<file path="src/rtl/mem_stage.sv">
// mem_stage: MEM pipeline stage.
// Issues word loads/stores over a req/ack handshake, holds the EX/MEM
// stage (stall) while an access is outstanding, and registers MEM/WB.
// Optional feature macro: MEM_TIMEOUT_EN aborts an access that has not
// been acknowledged within TIMEOUT_CYCLES cycles of waiting.
// A misaligned access or an aborted access writes back a bubble whose
// wb_data is 0 and raises mem_err for one cycle.
module mem_stage #(
  parameter int TIMEOUT_CYCLES = 16,
  parameter bit ALIGN_CHECK    = 1'b1
) (
  input  logic        clk,
  input  logic        reset_n,
  input  logic [4:0]  ctrl_mem,
  input  logic [31:0] rd_mem,
  input  logic [31:0] alu_result,
  input  logic [31:0] write_data1,
  input  logic [31:0] pc4_mem,
  output logic        stall,
  output logic        dmem_req,
  output logic        dmem_we,
  output logic [31:0] dmem_addr,
  output logic [31:0] dmem_wdata,
  input  logic [31:0] dmem_rdata,
  input  logic        dmem_ack,
  output logic [2:0]  ctrl_wb,
  output logic [31:0] rd_wb,
  output logic [31:0] wb_data,
  output logic        mem_err
);

  typedef enum logic [0:0] {
    ST_IDLE = 1'b0,
    ST_WAIT = 1'b1
  } state_t;

  state_t      r_state;
  state_t      w_state_nxt;
  logic        w_access;
  logic        w_misaligned;
  logic        w_req;
  logic        w_stall;
  logic        w_abort;
  logic        w_mis_err;
  logic        w_err;
  logic        w_timeout;
  logic [31:0] w_sel_data;
  logic [2:0]  r_ctrl_wb;
  logic [31:0] r_rd_wb;
  logic [31:0] r_wb_data;
  logic        r_mem_err;

  // Both read and write set is treated as a write (dmem_we follows mem_write).
  assign w_access     = ctrl_mem[4] | ctrl_mem[3];
  assign w_misaligned = ALIGN_CHECK & w_access & (alu_result[1:0] != 2'b00);
  assign w_err        = w_mis_err | w_abort;

  // Memory-side outputs; req and stall are held low throughout reset.
  assign dmem_req   = reset_n & w_req;
  assign stall      = reset_n & w_stall;
  assign dmem_we    = ctrl_mem[3];
  assign dmem_addr  = alu_result;
  assign dmem_wdata = write_data1;

  assign ctrl_wb = r_ctrl_wb;
  assign rd_wb   = r_rd_wb;
  assign wb_data = r_wb_data;
  assign mem_err = r_mem_err;

`ifdef MEM_TIMEOUT_EN
  localparam int CNT_W = (TIMEOUT_CYCLES > 1) ? $clog2(TIMEOUT_CYCLES) : 1;
  localparam logic [CNT_W-1:0] CNT_LAST = CNT_W'(TIMEOUT_CYCLES - 1);
  logic [CNT_W-1:0] r_wait_cnt;

  assign w_timeout = (r_wait_cnt == CNT_LAST);

  // Count WAIT cycles; the count is zero on every entry into WAIT.
  always_ff @(posedge clk or negedge reset_n) begin
    if (!reset_n) begin
      r_wait_cnt <= {CNT_W{1'b0}};
    end else if (r_state == ST_IDLE) begin
      r_wait_cnt <= {CNT_W{1'b0}};
    end else if (r_wait_cnt != CNT_LAST) begin
      r_wait_cnt <= r_wait_cnt + CNT_W'(1);
    end else begin
      r_wait_cnt <= r_wait_cnt;
    end
  end
`else
  assign w_timeout = 1'b0;
`endif

  // FSM state register.
  always_ff @(posedge clk or negedge reset_n) begin
    if (!reset_n) begin
      r_state <= ST_IDLE;
    end else begin
      r_state <= w_state_nxt;
    end
  end

  // FSM next state, handshake request, stall and error conditions.
  always_comb begin
    w_state_nxt = r_state;
    w_req       = 1'b0;
    w_stall     = 1'b0;
    w_abort     = 1'b0;
    w_mis_err   = 1'b0;
    case (r_state)
      ST_IDLE: begin
        if (w_misaligned) begin
          w_mis_err   = 1'b1;
          w_state_nxt = ST_IDLE;
        end else if (w_access) begin
          w_req = 1'b1;
          if (dmem_ack) begin
            w_state_nxt = ST_IDLE;
          end else begin
            w_stall     = 1'b1;
            w_state_nxt = ST_WAIT;
          end
        end else begin
          w_state_nxt = ST_IDLE;
        end
      end
      ST_WAIT: begin
        if (dmem_ack) begin
          w_req       = 1'b1;
          w_state_nxt = ST_IDLE;
        end else if (w_timeout) begin
          w_abort     = 1'b1;
          w_state_nxt = ST_IDLE;
        end else begin
          w_req       = 1'b1;
          w_stall     = 1'b1;
          w_state_nxt = ST_WAIT;
        end
      end
      default: begin
        w_state_nxt = ST_IDLE;
      end
    endcase
  end

  // Write-back source select (00/11 ALU, 01 load data, 10 PC+4).
  always_comb begin
    w_sel_data = alu_result;
    case (ctrl_mem[1:0])
      2'b01:   w_sel_data = dmem_rdata;
      2'b10:   w_sel_data = pc4_mem;
      default: w_sel_data = alu_result;
    endcase
  end

  // MEM/WB register: bubble (reg_write cleared, rest held) while stalled.
  always_ff @(posedge clk or negedge reset_n) begin
    if (!reset_n) begin
      r_ctrl_wb <= 3'b000;
      r_rd_wb   <= 32'h0000_0000;
      r_wb_data <= 32'h0000_0000;
      r_mem_err <= 1'b0;
    end else if (w_stall) begin
      r_ctrl_wb <= {1'b0, r_ctrl_wb[1:0]};
      r_rd_wb   <= r_rd_wb;
      r_wb_data <= r_wb_data;
      r_mem_err <= 1'b0;
    end else begin
      r_ctrl_wb <= {ctrl_mem[2] & ~w_err, ctrl_mem[1:0]};
      r_rd_wb   <= rd_mem;
      r_wb_data <= w_err ? 32'h0000_0000 : w_sel_data;
      r_mem_err <= w_err;
    end
  end

endmodule

</file>
<file path="config.mk">
export PLATFORM = sky130hd
export DESIGN_NAME = mem_stage
export DESIGN_NICKNAME = d
export VERILOG_FILES = /design/src/rtl/mem_stage.sv
export SDC_FILE = /design/constraint.sdc
export NUM_CORES = 1
export LEC_CHECK = 0
export BUFFER_PORTS_ARGS = -buffer_cell sky130_fd_sc_hd__buf_4
export CELL_PAD_IN_SITES_DETAIL_PLACEMENT = 1
export CELL_PAD_IN_SITES_GLOBAL_PLACEMENT = 1
export CORE_AREA = 2 2 119 121
export CTS_CLUSTER_SIZE = 20
export DETAILED_ROUTE_END_ITERATION = 8
export DIE_AREA = 0 0 121 123
export GPL_ROUTABILITY_DRIVEN = 0
export PLACE_DENSITY_LB_ADDON = 0.1
export SETUP_SLACK_MARGIN = 0.05
export SLEW_MARGIN = 20
export SYNTH_ARGS = -nofsm -noshare
export SYNTH_HDL_FRONTEND = slang
export SYNTH_SLANG_ARGS = --single-unit
</file>
<file path="constraint.sdc">
create_clock -name clk -period 2.07 [get_ports clk]
set_input_delay 0.1035 -clock clk [delete_from_list [all_inputs] [get_ports clk]]
set_output_delay 0.1035 -clock clk [all_outputs]
set_load 0.02 [all_outputs]
</file>
==> results of run 1 <==
-- sequential cells by signal (all words and copies together), names as in the netlist --
name,count
rd_wb,32
wb_data,32
ctrl_wb,3
mem_err,1
r_state,1
-- metal layers --
layer	wire (um)	up-vias	track usage
met3	823	30	0.03644
li1	-	1509	-
met1	4610	1582	0.1772
met2	6552	161	0.2949
met4	333	0	0.07703
met5	0	-	0
-- final timing paths --
path                                to        from  cells past startpoint
max                        wb_data[28]     r_state                      4
min                          rd_wb[29]  rd_mem[29]                      2
max reg2reg                wb_data[28]     r_state                      4
min reg2reg                  rd_wb[15]   rd_wb[15]                      1
max in group asynchronous  wb_data[10]     reset_n                      2
min in group asynchronous     rd_wb[3]     reset_n                      2
-- power breakdown --
group | switching, uW | internal [uW] | leakage [uW]
combinational | 542 | 551 | 0.00178
sequential | 65.6 | 1470 | 0.000863
clock | 559 | 869 | 0.000138
total | 1170 | 2890 | 0.00278
-- cell families (layout without fill, tap and decap cells) --
kind of cell / count (synthesis) / in the layout
simple gates: 40 / 40
fa+ha+maj: 2 / 2
compound gates: 99 / 99
mux: 34 / 34
flops: 69 / 69
buf+inv: 90 / 289
-- metrics by stage --
stage / hold slack, ns / setup WS [ns] / util
after floorplan: -0.1921 / 0.8060 / -
after global placement: 0.2071 / 0.5527 / 0.3771
after detailed placement: 0.2071 / 0.4510 / 0.3771
after CTS: 0.001384 / 0.5800 / 0.4160
after global routing: 0.004817 / 0.5183 / 0.4160
final: 0.01092 / 0.6069 / 0.4160
-- cell type report --
class,count,area share
Clock buffer,12,0.04529
Inverter,2,0.001326
Multi-Input combinational cell,175,0.2278
Sequential cell,69,0.3049
Clock inverter,4,0.003977
Timing Repair Buffer,271,0.3769
Tap cell,180,0.03977
-- what timing repair did --
action                                  4_1_cts  5_1_grt
hold endpoints to repair                     25        0
hold buffers                                 25        0
endpoints found under the setup margin        0        0
-- cell usage in the layout (no fill, tap or decap) --
master and count:
nor2_1 2, nor2b_1 2, nand2_1 32, a22oi_1 32, clkbuf_8 2, dfrtp_1 69, o21ai_0 33, or2_1 1
nor2_4 1, a22o_1 32, dlygate4sd3_1 25, o21ai_4 1, clkinvlp_4 1, mux2_2 34, buf_12 3, ha_1 1
a21oi_2 1, inv_1 2, clkbuf_16 9, and2_1 1, clkbuf_1 1, ha_2 1, nor3_1 1, buf_4 243
clkinv_2 3
-- worst reg2reg max path: cells and delay by family, from the launching register on --
| family | cells | cell delay (ns) |
|---|---|---|
| AO/OA/AOI/OAI | 3 | 0.66 |
| buffers and inverters | 1 | 0.26 |
| flip-flops | 1 | 0.44 |
==> out/results.txt, run 1 <==
Status - complete, no violations
Cell with the most instances after synthesis - dfrtp_1
Final hold viol count - 0
Compound-Gate Fraction of Synth Area - 0.1930
Die Span X - 121 um
First-pass GRT wire length - 18,420 um
I/O Pins - 303
Setup TNS - 0 ns
Max incr delay on CP - 0.44 ns
# H-tree levels - 3
Synth Area in Simple Gates - 0.04523
Total of warnings raised by yosys - 0
# clock sinks - 69
Worst Setup End Kind - register
Skew final - 0.005000 ns
Fin area - 5663 um2
# fillers - 1,518
Antenna viol nets, final - 0
Area Growth Syn to Fin - 56.28%
Hold WC Path Type - in -> reg
Post-Synth Adder-Cell Area - 0.006906
Commonest cells post-synth - dfrtp_1 (69), buf_4 (67), mux2_2 (34)
CTS Buffer Depth - 2
Post-synth EDFFs - 0
Crit-path slowest cell - dfrtp_1
Critical Path RT - 2.29 ns
Critical path class - reg -> reg
Max Clk Rate - 683.5 MHz
Largest net degree at the start of global routing - 70
PwrDens - 716.2 nW/um2
Dpl cells - 672
Post-synth ARST share - 1.000
All-Layer GR Usage - 0.1616
Largest family of logic cells by synthesized area - compound AO/OA/AOI/OAI gates
N_diodes - 0
Syn nets - 504
Most used DFF post-synth - dfrtp_1
Mapped Cells - 334
Netlist cell types - 20
Crit path max fanout - 33
# DRC - 0
Total power - 4056 uW
Lkg Pwr - 0.002778 uW
Tmin final - 1.463 ns
Syn Area/Cell - 10.85 um2
Resize count post-CTS - 0
Setup Buffers After CTS - 0
WL/cell - 17.28 um
Register area share after synthesis - 0.4765
Cell taking the most area after synthesis - dfrtp_1
CP startpoint kind - register
Share of cells above drive strength 1 - 0.5610
Top cells by area, synth - dfrtp_1 (48%), buf_4 (14%), mux2_2 (11%), a22o_1 (7.7%), a22oi_1 (6.6%)
Clk root buf - clkbuf_16
CP top delay family - compound AO/OA/AOI/OAI gates
Unrepaired setup endpoints after global routing - no
Worst skew pair latency - 0.33 ns
Final WL - 12,320 um
Site Rows - 43
Flops & latches, synth - 69
Placed inst area - 5134 um2
Synth top area share - 0.4765
Synthesized area - 3623 um2
Slew HR - 0.4059
Vias/cell - 4.603
DRT iter0 DRCs - 114
CTS tree - done
GRT overflow - 0
Final Net Count - 698
Core box area - 13,610 um2
CTS Buf Count - 9
Post-synthesis mux area share - 0.1057
Die area - 14,880 um2
Initial Utilization - 0.2662
XOR/XNOR share of the synthesized area - 0
Tcrit/Tclk final - 0.7068
Antenna violations before repair - 0
Pins Over Slew Limit - 0
Detailed Routing Iterations Pass 1 - 4
FF/Latch Area - 1727 um2
FF-to-FF setup slack - 0.61 ns
Clock transition at path regs - 0.06 ns
Area occupied by multi-input gates - 1290 um2
CP Cell Sequence - o21ai_0 > o21ai_4 > buf_4 > a22o_1
Critical Path AT - 1.68 ns
IO buf count - 238
Routed vias - 3,282
Final HPWL DP - 8971 um
Die Y - 123 um
Max_cap viols - 0
Worst-margin pin slew - 0.8912 ns
Non-Filler Instances - 713
Vias in the first global route - 3,447
Final setup vio count - 0
Peak supply drop - 0.3509 mV
Buffers & Inverters on Critical Path - 1
(Power assumes the default switching activity.)
==> inputs of run 2 (changes only) <==
--- a/config.mk
+++ b/config.mk
@@ -8,10 +8,9 @@
 export BUFFER_PORTS_ARGS = -buffer_cell sky130_fd_sc_hd__buf_4
 export CELL_PAD_IN_SITES_DETAIL_PLACEMENT = 1
 export CELL_PAD_IN_SITES_GLOBAL_PLACEMENT = 1
-export CORE_AREA = 2 2 119 121
+export CORE_UTILIZATION = 27
 export CTS_CLUSTER_SIZE = 20
 export DETAILED_ROUTE_END_ITERATION = 8
-export DIE_AREA = 0 0 121 123
 export GPL_ROUTABILITY_DRIVEN = 0
 export PLACE_DENSITY_LB_ADDON = 0.1
 export SETUP_SLACK_MARGIN = 0.05
==> constraint.sdc (replaced) <==
create_clock -name clk -period 1.4 [get_ports clk]
set_input_delay 0.07 -clock clk [delete_from_list [all_inputs] [get_ports clk]]
set_output_delay 0.07 -clock clk [all_outputs]
set_load 0.02 [all_outputs]
==> out/results.txt, run 2 (synthesis results as in run 1) <==
Crit-path slowest cell - dfrtp_2
Status - complete, but fails checks
Final HPWL DP - 8811 um (-1.8%)
CP startpoint kind - register
Slew HR - 0.4071 (+0.001250)
I/O Pins - 303 (unchanged)
Critical Path AT - 1.28 ns (-0.40 ns)
Peak supply drop - 0.4901 mV (+40%)
Clock share of power - 0.336 (-0.016)
Initial Utilization - 0.2814 (+0.01521)
CTS Buffer Depth - 2 (unchanged)
CP Cell Sequence - a21oi_4 > nor2b_2 > nor2b_1 > buf_4
Final setup vio count - 0 (unchanged)
PwrDens - 1023 nW/um2 (+43%)
Seq pwr share - 0.377 (about the same)
Critical Path RT - 1.33 ns (-0.96 ns)
Lkg Pwr - 0.002877 uW (+3.6%)
Max incr delay on CP - 0.44 ns (about the same)
Final Net Count - 716 (+2.6%)
# DRC - 0 (unchanged)
Antenna violations before repair - 0 (unchanged)
CTS tree - done
Area Growth Syn to Fin - 62.67%
# H-tree levels - 3 (unchanged)
Worst Setup End Kind - output port
Tcrit/Tclk final - 0.9665
WL/cell - 17.47 um (+1.1%)
First-pass GRT wire length - 19,460 um (+5.6%)
Non-Filler Instances - 722 (+1.3%)
Dpl cells - 671 (-0.15%)
Pins Over Slew Limit - 0 (unchanged)
Crit path max fanout - 3 (-91%)
Detailed Routing Iterations Pass 1 - 4 (unchanged)
Crit path depth - 4 (unchanged)
Share of cells above drive strength 1 - 0.5673 (+0.006297)
Setup TNS - 0 ns (unchanged)
Clk root buf - clkbuf_16
Die Y - 117.8 um (-4.2%)
Vias in the first global route - 3,646 (+5.8%)
Hold WC Path Type - in -> async
Site Rows - 41 (-4.7%)
Critical path class - reg -> out
Buffers & Inverters on Critical Path - 1 (unchanged)
Worst-margin pin slew - 0.8893 ns (-0.001876 ns)
Worst skew pair latency - 0.33 ns (about the same)
Switching power - 1779 uW (+53%)
Unrepaired setup endpoints after global routing - yes
Skew final - 0.004641 ns (-0.0003592 ns)
Failing checks - hold timing
CTS Buf Count - 9 (unchanged)
Hold slack - -0.03822 ns (-0.04914 ns)
Max Clk Rate - 739.1 MHz
Cell-internal power - 4252 uW (+47%)
Clock transition at path regs - 0.06 ns (about the same)
DRT iter0 DRCs - 119 (+4.4%)
Comb pwr share - 0.287 (+0.018)
Final hold viol count - 31 (+31)
Most frequent cells in the layout - buf_4 (245), dfrtp_1 (68), mux2_2 (34), dlygate4sd3_1 (33)
Routed vias - 3,340 (+1.8%)
Sw Share - 0.2950 (+0.007458)
CP top delay family - flip-flops
Reg2Reg Depth - 4 (unchanged)
Tmin final - 1.353 ns
Most common cell after layout, fill and taps aside - buf_4
GRT overflow - 0 (unchanged)
Largest net degree at the start of global routing - 70 (unchanged)
Die area - 13,890 um2 (-6.7%)
Antenna viol nets, final - 0 (unchanged)
Vias/cell - 4.626 (+0.50%)
Max_cap viols - 0 (unchanged)
Core box area - 12,880 um2 (-5.4%)
Final WL - 12,610 um (+2.4%)
N_diodes - 0 (unchanged)
IO buf count - 238 (unchanged)
All-Layer GR Usage - 0.1796 (+0.01801)
# clock sinks - 69 (unchanged)
Die Span X - 117.8 um (-2.6%)
-- run 2: changes by cell type in the layout (fill, tap and decap cells not counted), sizes merged --
cell	previous run	this run
dlygate4sd3	25	33
clkbuf	12	11
buf	246	254
clkinvlp	1	3
-- run 2: timing repair --
item | CTS | global route
setup endpoints to repair | 33 | 28
cloned | 0 | 3
hold buffers | 33 | 0
endpoints found under the hold margin | 33 | 0
pin swaps | 0 | 2
gates resized for setup | 2 | 5
setup buffers | 1 | 0
-- run 2: worst paths after layout --
| path | to | from | slack [ns] |
|---|---|---|---|
| worst min-delay path | rd_wb[4] | reset_n | -0.04 |
| min in group clk | ctrl_wb[0] | ctrl_mem[0] | 0.01 |
| worst max-delay path | stall | r_state | 0.05 |
| worst min register to register | wb_data[0] | wb_data[0] | 0.50 |
| max in group asynchronous | r_state | reset_n | 0.80 |
| worst max register to register | rd_wb[6] | r_state | 0.07 |
-- run 2: area by class of cell --
type	count	area, um2
tap	172	215.2
fill	1404	6982
multi-input combinational	175	1304
timing repair buffer	289	2374
sequential	69	1728
inverter	2	7.507
clock inverter	6	41.29
clock buffer	9	225.2
-- run 2: power groups by stage --
stage | Combinational, uW | Clock [uW] | Sequential (uW)
after global placement | 1610 | 0 | 2300
after CTS | 1710 | 2100 | 2270
after floorplan | 701 | 0 | 2510
after detailed placement | 1630 | 0 | 2310
final | 1730 | 2030 | 2270
after global routing | 1870 | 2160 | 2300
-- run 2: worst register-to-register path, delay by kind of cell, from the launching register on --
family / cells / cell delay (ns)
multiplexers: 1 / 0.36
AND/OR/NAND/NOR: 1 / 0.16
AO/OA/AOI/OAI: 1 / 0.06
flip-flops: 1 / 0.41
buffers and inverters: 1 / 0.22
-- run 2: per-layer routing --
metal	vias up	share of wire	track usage
met5	-	0	0
met4	0	0.016	0.06250
met3	25	0.055	0.02955
met2	155	0.54	0.3335
met1	1603	0.39	0.2058
li1	1557	-	-
-- run 2: per-stage QoR --
stage            util  setup slack [ns]  instance area, um2  hold slack, ns  total power [uW]
5_1_grt        0.4578          0.006382                5894         0.01485              6331
2_1_floorplan       -            0.1596                3623         -0.2256              3213
4_1_cts        0.4520           0.02837                5821        0.008546              6083
3_5_place_dp   0.4049          -0.01207                5214          0.1401              3931
3_3_place_gp   0.4049         -0.002163                5214          0.1401              3908
6_report       0.4578           0.04694                5894        -0.03822              6031
==> inputs of run 3 (changes only) <==
--- a/config.mk
+++ b/config.mk
@@ -5,10 +5,11 @@
 export SDC_FILE = /design/constraint.sdc
 export NUM_CORES = 1
 export LEC_CHECK = 0
+export ABC_AREA = 1
 export BUFFER_PORTS_ARGS = -buffer_cell sky130_fd_sc_hd__buf_4
 export CELL_PAD_IN_SITES_DETAIL_PLACEMENT = 1
 export CELL_PAD_IN_SITES_GLOBAL_PLACEMENT = 1
-export CORE_UTILIZATION = 27
+export CORE_UTILIZATION = 24
 export CTS_CLUSTER_SIZE = 20
 export DETAILED_ROUTE_END_ITERATION = 8
 export GPL_ROUTABILITY_DRIVEN = 0
==> constraint.sdc (replaced) <==
create_clock -name clk -period 1.2 [get_ports clk]
set_input_delay 0.06 -clock clk [delete_from_list [all_inputs] [get_ports clk]]
set_output_delay 0.06 -clock clk [all_outputs]
set_load 0.02 [all_outputs]
==> out/results.txt, run 3 <==
Vias/cell - 4.220 (-8.8%)
Clock share of power - 0.344 (+0.008)
Critical path class - reg -> out
Setup ws final - -0.1251 ns (-0.1720 ns)
Max incr delay on CP - 0.37 ns (-0.07 ns)
Lkg Pwr - 0.003665 uW (+27%)
Fin area - 6406 um2 (+8.7%)
Slew HR - 0.7412 (+0.3341)
N_diodes - 0 (unchanged)
Routed vias - 4,250 (+27%)
Final HPWL DP - 10,890 um (+24%)
Final hold viol count - 0 (-100%)
Cell with the most instances after synthesis - nand2_1
Share of cells above drive strength 1 - 0.3540 (-0.2133)
Max_cap viols - 0 (unchanged)
I/O Pins - 303 (unchanged)
Commonest cells post-synth - nand2_1 (362), buf_4 (69), dfrtp_1 (69)
Vias in the first global route - 4,326 (+19%)
GRT overflow - 0 (unchanged)
Worst skew pair latency - 0.34 ns (about the same)
Hold WC Path Type - in -> reg
All-Layer GR Usage - 0.1788 (-0.0007133)
Most frequent cells in the layout - nand2_1 (360), buf_4 (244), dfrtp_1 (69), dlygate4sd3_1 (36), nand3_1 (32)
Tmin final - 1.325 ns
Seq pwr share - 0.357 (-0.020)
Die area - 17,170 um2 (+24%)
CTS Buffer Depth - 2 (unchanged)
Flops & latches, synth - 69 (unchanged)
Most used DFF post-synth - dfrtp_1
Total power - 7582 uW (+26%)
Post-synth EDFFs - 0 (unchanged)
Total of warnings raised by yosys - 0 (unchanged)
Syn Area/Cell - 6.938 um2 (-36%)
Netlist cell types - 13 (-35%)
# clock sinks - 69 (unchanged)
Final Net Count - 957 (+34%)
Core box area - 16,060 um2 (+25%)
Tcrit/Tclk final - 1.104
PwrDens - 1183 nW/um2 (+16%)
Placed inst area - 5619 um2 (+7.8%)
First-pass GRT wire length - 22,910 um (+18%)
IO buf count - 238 (unchanged)
Initial Utilization - 0.2489 (-0.03254)
CP top delay family - flip-flops
Synth top area share - 0.4321 (-0.04446)
Site Rows - 46 (+12%)
Crit path depth - 6 (+2)
Die Span X - 131.0 um (+11%)
WL/cell - 15.25 um (-13%)
Buffers & Inverters on Critical Path - 3 (+2)
DRT iter0 DRCs - 157 (+32%)
Final Util - 0.3989 (-0.05884)
Worst Setup End Kind - output port
Critical Path AT - 1.27 ns (about the same)
Sw Share - 0.3128 (+0.01778)
Antenna viol nets, final - 0 (unchanged)
Area Growth Syn to Fin - 60.30%
Antenna violations before repair - 0 (unchanged)
Max Clk Rate - 754.7 MHz
Clock transition at path regs - 0.06 ns (about the same)
Detailed Routing Iterations Pass 1 - 4 (unchanged)
CTS tree - done
Skew final - 0.004762 ns (+0.0001210 ns)
CP Cell Sequence - inv_2 > nand2_4 > nand3_4 > buf_12 > nor2_4 > buf_6
CTS Buf Count - 9 (unchanged)
Crit-path slowest cell - dfrtp_1
Synthesized area - 3996 um2 (+10%)
Mapped Cells - 576 (+72%)
Status - complete, but fails checks
Reg2Reg Depth - 8 (+4)
Clk root buf - clkbuf_16
CP startpoint kind - register
Post-synth ARST share - 1.000 (unchanged)
Comb pwr share - 0.299 (+0.012)
Most common cell after layout, fill and taps aside - nand2_1
# DRC - 0 (unchanged)
Worst Hold Depth - 5
Dpl cells - 949 (+41%)
Register area share after synthesis - 0.4321 (-0.04446)
Cell taking the most area after synthesis - dfrtp_1
Peak supply drop - 0.7591 mV (+55%)
Die Y - 131.0 um (+11%)
# H-tree levels - 3 (unchanged)
Crit path max fanout - 3 (unchanged)
Critical Path RT - 1.14 ns (-0.19 ns)
Final setup vio count - 68 (+68)
Largest net degree at the start of global routing - 70 (unchanged)
# fillers - 1,998 (+42%)
Non-Filler Instances - 1,007 (+39%)
Final WL - 15,350 um (+22%)
Unrepaired setup endpoints after global routing - yes
Switching power - 2371 uW (+33%)
Top cells by area, synth - dfrtp_1 (43%), nand2_1 (34%), buf_4 (13%), nand3_1 (4.0%), buf_2 (2.4%)
Cell-internal power - 5210 uW (+23%)
Setup TNS - -4.806 ns (-4.806 ns)
Worst-margin pin slew - 0.3881 ns (-0.5012 ns)
Syn nets - 746 (+48%)
Failing checks - setup timing
Pins Over Slew Limit - 0 (unchanged)
## run 3: changes by cell type in the layout (fill, tap and decap cells not counted), sizes merged, moves of 2 or more
cell,previous run,this run
a22o,32,0
a22oi,32,0
buf,254,258
clkinvlp,3,1
dlygate4sd3,33,36
inv,2,8
mux2,34,0
nand2,32,362
nand3,0,33
nor2,3,6
nor2b,2,0
o21ai,34,1
## run 3: power groups by stage
stage | combinational (uW) | sequential [uW] | clock [uW]
finish | 2270 | 2710 | 2610
CTS | 2310 | 2710 | 2690
global route | 2480 | 2740 | 2780
floorplan | 898 | 3020 | 0
detailed placement | 2140 | 2750 | 0
global placement | 2130 | 2740 | 0
## run 3: metal layers
metal | GRT usage | share of wire | wire length [um] | vias up
met5 | 0 | 0 | 0 | -
met4 | 0.07235 | 0.022 | 335 | 0
met3 | 0.03135 | 0.056 | 861 | 25
met2 | 0.3153 | 0.50 | 7651 | 165
met1 | 0.2148 | 0.42 | 6505 | 1959
li1 | - | - | - | 2101
## run 3: logic make-up (layout without fill, tap and decap cells)
kind of cell	after synthesis	after routing	synth area share
flip-flops	69	69	0.4321
buffers and inverters	103	318	0.1713
AND/OR/NAND/NOR	401	401	0.3882
AO/OA/AOI/OAI	1	1	0.002192
adder cells (fa/ha/maj)	2	2	0.006261
## run 3: cell type report
cell class              count  area, um2  area share
repair buffers            295       2477      0.3867
flip-flops and latches     69       1727      0.2695
multi-input cells         404       1618      0.2525
well taps                 216      270.3     0.04219
clock buffers              10      229.0     0.03574
clock inverters             5      52.55    0.008203
inverters                   8      32.53    0.005078
## run 3: final timing paths
path / start / to / slack, ns
max: r_state / stall / -0.13
min: alu_result[19] / wb_data[19] / 0.06
max reg2reg: r_state / wb_data[30] / -0.10
min reg2reg: rd_wb[11] / rd_wb[11] / 0.47
max in group asynchronous: reset_n / wb_data[26] / 0.54
min in group asynchronous: reset_n / rd_wb[27] / 0.35
## run 3: timing repair
item | in CTS | in global routing
pin swaps | 1 | 1
endpoints found under the setup margin | 69 | 70
hold buffers | 36 | 0
resized for setup | 7 | 6
hold endpoints to repair | 104 | 0
setup buffers | 4 | 1
cloned | 2 | 0
## run 3: worst min-delay path, cell delays in order
cell,delay [ns]
buf_4,0.08
nand2_1,0.04
nand2_1,0.06
nand3_1,0.07
nand2_1,0.05
## run 3: stage by stage
step | setup WS (ns) | hold slack, ns
floorplan | 0.05727 | -0.2356
global placement | -0.05763 | 0.1201
detailed placement | -0.03529 | 0.1201
CTS | -0.1384 | 0.04842
global route | -0.1940 | 0.07452
finish | -0.1251 | 0.05562
